==> config.mk <==
export PLATFORM = sky130hd
export DESIGN_NAME = updown_counter_mod
export DESIGN_NICKNAME = d
export VERILOG_FILES = /design/src/rtl/counter_pkg.sv /design/src/rtl/counter_prescaler.sv /design/src/rtl/updown_counter_mod.sv
export SDC_FILE = /design/constraint.sdc
export NUM_CORES = 1
export LEC_CHECK = 0
export CAP_MARGIN = 15
export CORE_AREA = 2 2 92 59
export DETAILED_ROUTE_END_ITERATION = 7
export DIE_AREA = 0 0 94 61
export HOLD_SLACK_MARGIN = 0.06
export PLACE_DENSITY = 0.81
export SKIP_LAST_GASP = 1
export SLEW_MARGIN = 15
export SYNTH_ARGS = -nofsm -noshare
export SYNTH_HDL_FRONTEND = slang
export SYNTH_SLANG_ARGS = --single-unit
==> constraint.sdc <==
create_clock -name clk -period 4.25 [get_ports clk]
set_input_delay 0.6375 -clock clk [delete_from_list [all_inputs] [get_ports clk]]
set_output_delay 0.6375 -clock clk [all_outputs]
set_load 0.05 [all_outputs]
==> src/rtl/counter_pkg.sv <==
// Shared constants and clamp helper for the up/down counter family.
// Pure declarations: no state, no latency, no flow control.
package counter_pkg;

   localparam logic MODE_WRAP = 1'b0;
   localparam logic MODE_SAT  = 1'b1;
   localparam logic DIR_UP    = 1'b1;
   localparam logic DIR_DOWN  = 1'b0;

   localparam int CLAMP_W = 64;

   // Callers widen their operands to CLAMP_W and truncate the result back.
   function automatic logic [CLAMP_W-1:0] clamp_to_limit(
      input logic [CLAMP_W-1:0] value,
      input logic [CLAMP_W-1:0] lim
   );
      return (value > lim) ? lim : value;
   endfunction

endpackage

==> src/rtl/counter_prescaler.sv <==
// Enable divider: tick on every PRESCALE-th enabled cycle, combinational tick.
// No backpressure; enable=0 freezes the phase, clear/reset restart it.
module counter_prescaler #(
   parameter int PRESCALE = 4
) (
   input  logic clk,
   input  logic reset,
   input  logic enable,
   input  logic clear,
   output logic tick
);

   localparam int CW = (PRESCALE > 1) ? $clog2(PRESCALE) : 1;
   localparam logic [CW-1:0] LAST = CW'(PRESCALE - 1);

   logic [CW-1:0] cnt_q;
   logic [CW-1:0] cnt_d;

   assign tick = enable && (cnt_q == LAST);

   always_comb begin
      cnt_d = cnt_q;
      if (clear) begin
         cnt_d = '0;
      end else if (enable) begin
         cnt_d = tick ? '0 : cnt_q + 1'b1;
      end
   end

   always_ff @(posedge clk) begin
      if (reset) begin
         cnt_q <= '0;
      end else begin
         cnt_q <= cnt_d;
      end
   end

endmodule

==> src/rtl/updown_counter_mod.sv <==
// Up/down counter with load, modulus, step and wrap/saturate; out and tc registered, one-edge latency, no backpressure.
// Optional COUNTER_PRESCALE_EN divides the enable by PRESCALE via counter_prescaler.
module updown_counter_mod
   import counter_pkg::*;
#(
   parameter int WIDTH    = 8,
   parameter int STEP_W   = 4,
   parameter int PRESCALE = 4
) (
   input  logic              clk,
   input  logic              reset,
   input  logic              enable,
   input  logic              load,
   input  logic [WIDTH-1:0]  data,
   input  logic              up_down,
   input  logic [STEP_W-1:0] step,
   input  logic [WIDTH-1:0]  limit,
   input  logic              mode_sat,
   output logic [WIDTH-1:0]  out,
   output logic              tc,
   output logic              at_max,
   output logic              at_min
);

   logic [WIDTH-1:0] out_q, out_d;
   logic             tc_q, tc_d;
   logic             step_en;
   logic [WIDTH:0]   step_x, lim_x, lim_p1, sum_w, diff_w;

`ifdef COUNTER_PRESCALE_EN
   counter_prescaler #(
      .PRESCALE (PRESCALE)
   ) u_prescaler (
      .clk    (clk),
      .reset  (reset),
      .enable (enable),
      .clear  (load),
      .tick   (step_en)
   );
`else
   assign step_en = enable;
`endif

   assign step_x = {{(WIDTH + 1 - STEP_W){1'b0}}, step};
   assign lim_x  = {1'b0, limit};
   assign lim_p1 = lim_x + 1'b1;
   assign sum_w  = {1'b0, out_q} + step_x;
   // MSB of diff_w is the sign: both operands are below 2**WIDTH.
   assign diff_w = {1'b0, out_q} - step_x;

   always_comb begin
      out_d = out_q;
      tc_d  = 1'b0;
      if (load) begin
         out_d = WIDTH'(clamp_to_limit(CLAMP_W'(data), CLAMP_W'(limit)));
      end else if (step_en && (step != '0)) begin
         if (up_down == DIR_UP) begin
            if (sum_w <= lim_x) begin
               out_d = sum_w[WIDTH-1:0];
            end else if (mode_sat == MODE_SAT) begin
               out_d = limit;
               tc_d  = (out_q != limit);
            end else begin
               out_d = WIDTH'(sum_w - lim_p1);
               tc_d  = 1'b1;
            end
         end else begin
            if (diff_w[WIDTH]) begin
               if (mode_sat == MODE_SAT) begin
                  out_d = '0;
                  tc_d  = (out_q != '0);
               end else begin
                  out_d = WIDTH'(diff_w + lim_p1);
                  tc_d  = 1'b1;
               end
            end else if (diff_w > lim_x) begin
               // Only reachable after limit was lowered below the count.
               out_d = limit;
            end else begin
               out_d = diff_w[WIDTH-1:0];
            end
         end
      end
   end

   always_ff @(posedge clk) begin
      if (reset) begin
         out_q <= '0;
         tc_q  <= 1'b0;
      end else begin
         out_q <= out_d;
         tc_q  <= tc_d;
      end
   end

   assign out    = out_q;
   assign tc     = tc_q;
   assign at_max = (out_q == limit);
   assign at_min = (out_q == '0);

   a_cfg : assert property (@(posedge clk) (PRESCALE >= 1) && (STEP_W <= WIDTH));

   // Wrap arithmetic is only defined while a single step fits in the modulus.
   a_step_range : assert property (@(posedge clk) disable iff (reset)
      (enable && !load && (mode_sat == MODE_WRAP)) |-> (step_x <= lim_p1));

endmodule

==> flow_summary_export.csv, run 1 <==
group,metric,value,unit
setup_path,cp_slowest_cell,"clkdlybuf4s50_1",
setup_path,critPathMaxFanout,7,
setup_path,crit_family,"compound AO/OA/AOI/OAI gates",
route,dr_total_vias,2959,
setup_path,path_common_cell,"ha_1",
grt,antenna_found_initial,0,
grt,grt_max_degree,18,
grt,grtUsageTotal,0.3387,
clock_network,tritoncts,"built",
clock_network,numCtsBuffers,3,
timing,setup_violations,0,
logic_synthesis,ys_types,62,
clock_network,cts_root_buf,"clkbuf_8",
floorplan,rows,20,
route,drc,0,
flow_run,drv_cap,0,
route,drt-pass1-iter-count,5,
setup_path,rr_worst_depth,16,
floorplan,io_pins,37,
setup_path,start_kind,"input pin",
setup_path,cp_data_arrival_time,4.27,ns
worst_hold_path,worstHoldPathType,"register to register",
clock_network,h-tree-depth,1,
floorplan,die_w,94,um
setup_path,end_kind,"register",
route,drt_iter0_drc,341,
placement,post-place-cells,462,
logic_synthesis,ys_seq_area_frac,0.06667,
logic_synthesis,netlist_instances,335,
floorplan,core,4880,sq um
power_and_ir_drop,peakVddDrop,0.0002409,V
layout,area_growth,33.10,%
logic_synthesis,synth_nets,412,
logic_synthesis,synth_flop_cell,"dfxtp_1",
route,totalWireLength,9.607,mm
layout,ff_latch_area,180.2,sq um
grt,grt.overflow.total,0,
setup_path,r2r_end,"out[7]$_SDFFE_PP0P_",
logic_synthesis,synth_edf_count,0,
placement,place.gp.congestion,1.000,
route,antenna_left,0,
timing,fin_skew,0.004583,ns
worst_hold_path,holdPathStages,2,
clock_network,clkLatencyLatePin,0.24,ns
worst_hold_path,hold_path_end,"out[0]$_SDFFE_PP0P_",
setup_path,cp_num_buf_inv,4,
floorplan,dieArea,5734,sq um
logic_synthesis,async_flop_share,0,
status,status,"completed",
setup_path,r2r-start,"out[0]$_SDFFE_PP0P_",
layout,final_cell_mix,"ha_1 (45), buf_4 (41), clkdlybuf4s50_1 (35)",
timing,finalHoldViolCount,0,
layout,final_layout_size_suffix_gt1_frac,0.2079,
route,via_per_inst,6.296,
placement,port_buffers,36,
logic_synthesis,syn_area_per_cell,8.067,sq um
timing,post-route-period-util,0.9772,
power_and_ir_drop,p_leak,0.001616,uW
setup_path,setup.worst_path.class,"input pin to register",
layout,diodes,0,
placement,post-dp-hpwl,7.647,mm
clock_network,clk_path_buf_depth,2,
floorplan,initial_core_util,0.5538,
layout,layout_commonest_cell,"ha_1",
layout,final.fill_count,378,
setup_path,slowest_delay,0.48,ns
layout,multi_input_area,2482,sq um
setup_path,cp_cell_sequence,"clkdlybuf4s50_1, inv_1, ha_1, buf_4, o21a_1, o31a_1, nor3_1, xor2_1, ha_1, a2111oi_4, o21ai_1, a21oi_2, nor3_4, buf_12, mux2_4, a221oi_4, o32ai_2",
placement,place_ws,-0.4345,ns
timing,layout_setup_ws,0.09705,ns
floorplan,dieHeight,61,um
logic_synthesis,syn_area,2703,sq um
grt,grt_pass1_wl,14.51,mm
grt,grt_pass1_vias,2772,
logic_synthesis,synth-seq-cells,9,
route,routedWlPerCell,20.44,um
clock_network,cts_sinks,9,
power_and_ir_drop,cellPowerDensity,387.7,nW/um^2
setup_path,r2r_slack,0.43,ns
timing,max_freq,240.8,MHz
setup_path,cp.required,4.36,ns
timing,fin_crit,4.153,ns
layout,utilization,0.7372,
timing,slew_headroom,0.4189,
timing,slew_viol_final,0,
logic_synthesis,yosysWarnings,0,
clock_network,clkTransAtPathRegs,0.05,ns
worst_hold_path,worstHoldStart,"out[0]$_SDFFE_PP0P_",
layout,fin_cells,470,
layout,layout.nets,482,
timing,worst_pin_slew,0.8685,ns
## area by class of cell
cell class	count	area share
repair buffers	78	0.1910
well taps	66	0.02296
clock buffers	4	0.01252
flip-flops and latches	9	0.05009
multi-input cells	281	0.6901
inverters	32	0.03339
## per-stage QoR
step / instance area [sq um] / hold slack, ns / setup TNS (ns) / total power, uW
2_1_floorplan: 2703 / 0.7158 / 0 / 785.6
3_3_place_gp: 3363 / 0.6004 / -1.768 / 1105
3_5_place_dp: 3363 / 0.5995 / -3.011 / 1129
4_1_cts: 3443 / 0.6071 / 0 / 1262
5_1_grt: 3597 / 0.6230 / -0.07213 / 1473
6_report: 3597 / 0.6083 / 0 / 1395
## tightest hold or removal path: stages (launching register included)
cell,delay [ns]
dfxtp_1,0.38
nor2_1,0.13
nor4_1,0.05
## cell usage after synthesis (3+ instances only)
master,count,share of area
xor2_1,10,0.032
a21oi_1,20,0.037
fa_1,4,0.030
mux2_2,10,0.042
a221oi_1,5,0.016
nand2_1,19,0.026
nand4_1,7,0.016
o21bai_1,3,0.0083
ha_1,47,0.22
dfxtp_1,9,0.067
mux2i_1,8,0.030
nor2_1,17,0.024
o22ai_1,3,0.0069
a21o_1,9,0.025
o211ai_1,4,0.011
inv_1,31,0.043
xnor2_1,22,0.071
a211oi_1,4,0.011
nor3_1,7,0.013
o31a_1,3,0.0097
clkbuf_1,8,0.011
nor2b_1,4,0.0093
nand2b_1,4,0.0093
and3_1,3,0.0069
nand3_1,7,0.013
o21ai_0,15,0.028
buf_2,3,0.0056
o21a_1,5,0.014
## worst max path at each step
stage	startpoint	end	slack, ns	cells past startpoint
after floorplan	step[0]	out[4]$_SDFFE_PP0P_	0.36	14
after global placement	step[0]	out[4]$_SDFFE_PP0P_	-0.27	15
after detailed placement	step[0]	out[1]$_SDFFE_PP0P_	-0.43	16
after CTS	step[2]	out[1]$_SDFFE_PP0P_	0.01	16
after global routing	step[2]	out[1]$_SDFFE_PP0P_	-0.04	17
final	step[3]	out[7]$_SDFFE_PP0P_	0.1	17
## layer usage
| layer | GRT usage | wire length (um) | up-vias |
|---|---|---|---|
| met5 | 0 | 0 | - |
| met4 | 0.04348 | 197 | 0 |
| met3 | 0.07453 | 1014 | 23 |
| met2 | 0.5357 | 4010 | 177 |
| met1 | 0.4903 | 4385 | 1385 |
| li1 | - | - | 1374 |
## sequential cells by signal (all words and copies together) (netlist names)
register	cells
out	8
tc	1
## power by group
group | internal [uW] | switching, uW
combinational | 545 | 622
clock | 66.1 | 41.4
sequential | 95.1 | 25.2
total | 706 | 688
## cell families after synthesis
family | synth area share
compound gates | 0.2644
xor+xnor | 0.1181
fa+ha+maj | 0.2472
buf+inv | 0.06944
flops | 0.06667
mux | 0.07546
simple gates | 0.1588
## timing repair
item | CTS | global route
cloned | 0 | 0
pin swaps | 3 | 8
setup buffers | 1 | 3
gates resized for setup | 7 | 18
hold buffers | 0 | 0
setup endpoints to repair | 8 | 8
hold endpoints to repair | 0 | 0
Note: power is estimated with default switching activity, not from simulation.
==> run 2, diff against run 1 <==
--- a/config.mk
+++ b/config.mk
@@ -6,11 +6,12 @@
 export NUM_CORES = 1
 export LEC_CHECK = 0
 export CAP_MARGIN = 15
-export CORE_AREA = 2 2 92 59
+export CORE_AREA = 2 2 52 103
 export DETAILED_ROUTE_END_ITERATION = 7
-export DIE_AREA = 0 0 94 61
+export DIE_AREA = 0 0 54 105
+export GPL_TIMING_DRIVEN = 0
 export HOLD_SLACK_MARGIN = 0.06
-export PLACE_DENSITY = 0.81
+export PLACE_DENSITY = 0.8
 export SKIP_LAST_GASP = 1
 export SLEW_MARGIN = 15
 export SYNTH_ARGS = -nofsm -noshare
==> run 2 against run 1 <==
Critical path depth is the same; critical path type unchanged; first-iteration DRC count shrank 70%; critical endpoint is now out[6]$_SDFFE_PP0P_; non-clock buffer count is 26 lower; routed wire length is 6.7% lower; clock power down 6%; flip-flop and latch count is the same; maximum frequency is 5.1% higher.
==> flow_summary_export.csv, run 2 (synthesized netlist as in run 1, its figures left out) <==
group,metric,value,unit
worst_hold_path,worstHoldStart,"out[2]$_SDFFE_PP0P_",
timing,post-route-period-util,0.9300,
layout,diodes,0,
layout,utilization,0.6829,
placement,post-dp-hpwl,7.352,mm
setup_path,r2r_end,"out[6]$_SDFFE_PP0P_",
setup_path,rr_worst_depth,17,
placement,placed_area,3094,sq um
floorplan,core,4865,sq um
timing,grt_setup_unrepaired,"false",
layout,layout.nets,456,
timing,finalHoldViolCount,0,
worst_hold_path,holdPathStages,2,
power_and_ir_drop,finalPower,1246,uW
power_and_ir_drop,p_leak,0.001487,uW
placement,place.gp.congestion,0.9655,
route,drc,0,
flow_run,drv_cap,0,
clock_network,cts_sinks,9,
setup_path,setup.worst_path.class,"input pin to register",
power_and_ir_drop,peakVddDrop,0.0003117,V
timing,setup_violations,0,
floorplan,dieArea,5670,sq um
setup_path,start_kind,"input pin",
timing,fin_skew,0.0006077,ns
setup_path,r2r_slack,0.34,ns
timing,holdWs,0.6342,ns
timing,worst_pin_slew,0.7457,ns
placement,port_buffers,32,
layout,final_layout_size_suffix_gt1_frac,0.1508,
floorplan,dieHeight,105,um
timing,slew_headroom,0.4975,
layout,largest_register_ff_count,8,
layout,final_cell_mix,"ha_1 (46), inv_1 (31), clkdlybuf4s50_1 (28)",
setup_path,end_kind,"register",
route,antenna_left,0,
grt,grtUsageTotal,0.3422,
clock_network,h-tree-depth,1,
grt,grt.overflow.total,0,
clock_network,clk_path_buf_depth,2,
floorplan,die_w,54,um
route,drt_iter0_drc,103,
clock_network,clkTransAtPathRegs,0.04,ns
grt,grt_pass1_vias,2952,
worst_hold_path,worstHoldPathType,"register to register",
layout,final_cell_area,3322,sq um
timing,fin_crit,3.953,ns
timing,max_freq,253.0,MHz
route,via_per_inst,6.533,
timing,layout_setup_ws,0.2975,ns
clock_network,clkLatencyLatePin,0.23,ns
floorplan,rows,36,
route,totalWireLength,8.962,mm
grt,grt_max_degree,11,
setup_path,critPathMaxFanout,8,
route,drt-pass1-iter-count,4,
clock_network,cts_root_buf,"clkbuf_8",
setup_path,cp.required,4.38,ns
floorplan,initial_core_util,0.5556,
worst_hold_path,hold_path_end,"out[2]$_SDFFE_PP0P_",
route,routedWlPerCell,20.60,um
timing,slew_viol_final,0,
clock_network,numCtsBuffers,3,
route,dr_total_vias,2842,
layout,layout_commonest_cell,"ha_1",
setup_path,cp_data_arrival_time,4.08,ns
clock_network,tritoncts,"built",
grt,antenna_found_initial,0,
grt,grt_pass1_wl,14.11,mm
power_and_ir_drop,cellPowerDensity,375.2,nW/um^2
setup_path,r2r-start,"out[0]$_SDFFE_PP0P_",
layout,area_growth,22.92,%
placement,place_ws,-0.6033,ns
floorplan,io_pins,37,
status,status,"completed",
run 2: worst max path at each step:
stage          startpoint                  end  slack (ns)  depth (start not counted)
3_3_place_gp      step[1]  out[4]$_SDFFE_PP0P_       -0.57                         14
2_1_floorplan     step[0]  out[4]$_SDFFE_PP0P_        0.36                         14
3_5_place_dp      step[1]  out[4]$_SDFFE_PP0P_       -0.60                         14
6_report          step[0]  out[6]$_SDFFE_PP0P_        0.30                         17
5_1_grt           step[0]  out[6]$_SDFFE_PP0P_        0.10                         17
4_1_cts           step[3]  out[6]$_SDFFE_PP0P_        0.07                         15
run 2: per-layer routing:
metal  global-route usage  vias to the layer above  wire [um]
met3              0.04143                       57        358
li1                     -                     1329          -
met1               0.3410                     1333       3137
met4               0.2286                        0        794
met5                    0                        -          0
met2               0.6089                      123       4672
run 2: power breakdown:
part           internal (uW)  leakage, uW  switching (uW)
clock                   65.5    0.0000228            35.5
combinational            474      0.00139             558
sequential              95.3    0.0000747            18.6
total                    635      0.00149             612
run 2: through the flow:
stage               setup TNS, ns  instances
global placement           -3.941        424
detailed placement         -4.365        424
finish                          0        435
floorplan                       0        335
global route                    0        435
CTS                             0        432
run 2: cell type report:
class                           instances  area [sq um]
Sequential cell                         9         180.2
Fill cell                             427          1543
Inverter                               32         120.1
Tap cell                               57         71.32
Clock buffer                            4         45.04
Timing Repair Buffer                   39         385.4
Buffer                                 13         73.82
Multi-Input combinational cell        281          2446
run 2: critical path, cell delays in order:
cell	delay, ns
clkbuf_2	0.12
ha_1	0.17
inv_1	0.06
fa_1	0.40
a21o_1	0.24
a2111oi_4	0.35
xnor2_2	0.14
ha_1	0.36
a2111oi_2	0.33
o21ai_1	0.13
a21oi_2	0.17
nor3_4	0.06
buf_12	0.15
buf_4	0.13
mux2i_1	0.11
a211o_1	0.27
a32o_1	0.24
run 2: timing repair:
item                                    4_1_cts  5_1_grt
buffers inserted                              4        3
endpoints found under the setup margin        9        8
pin swaps                                     8        4
hold buffers                                  0        0
resized for setup                            22       11
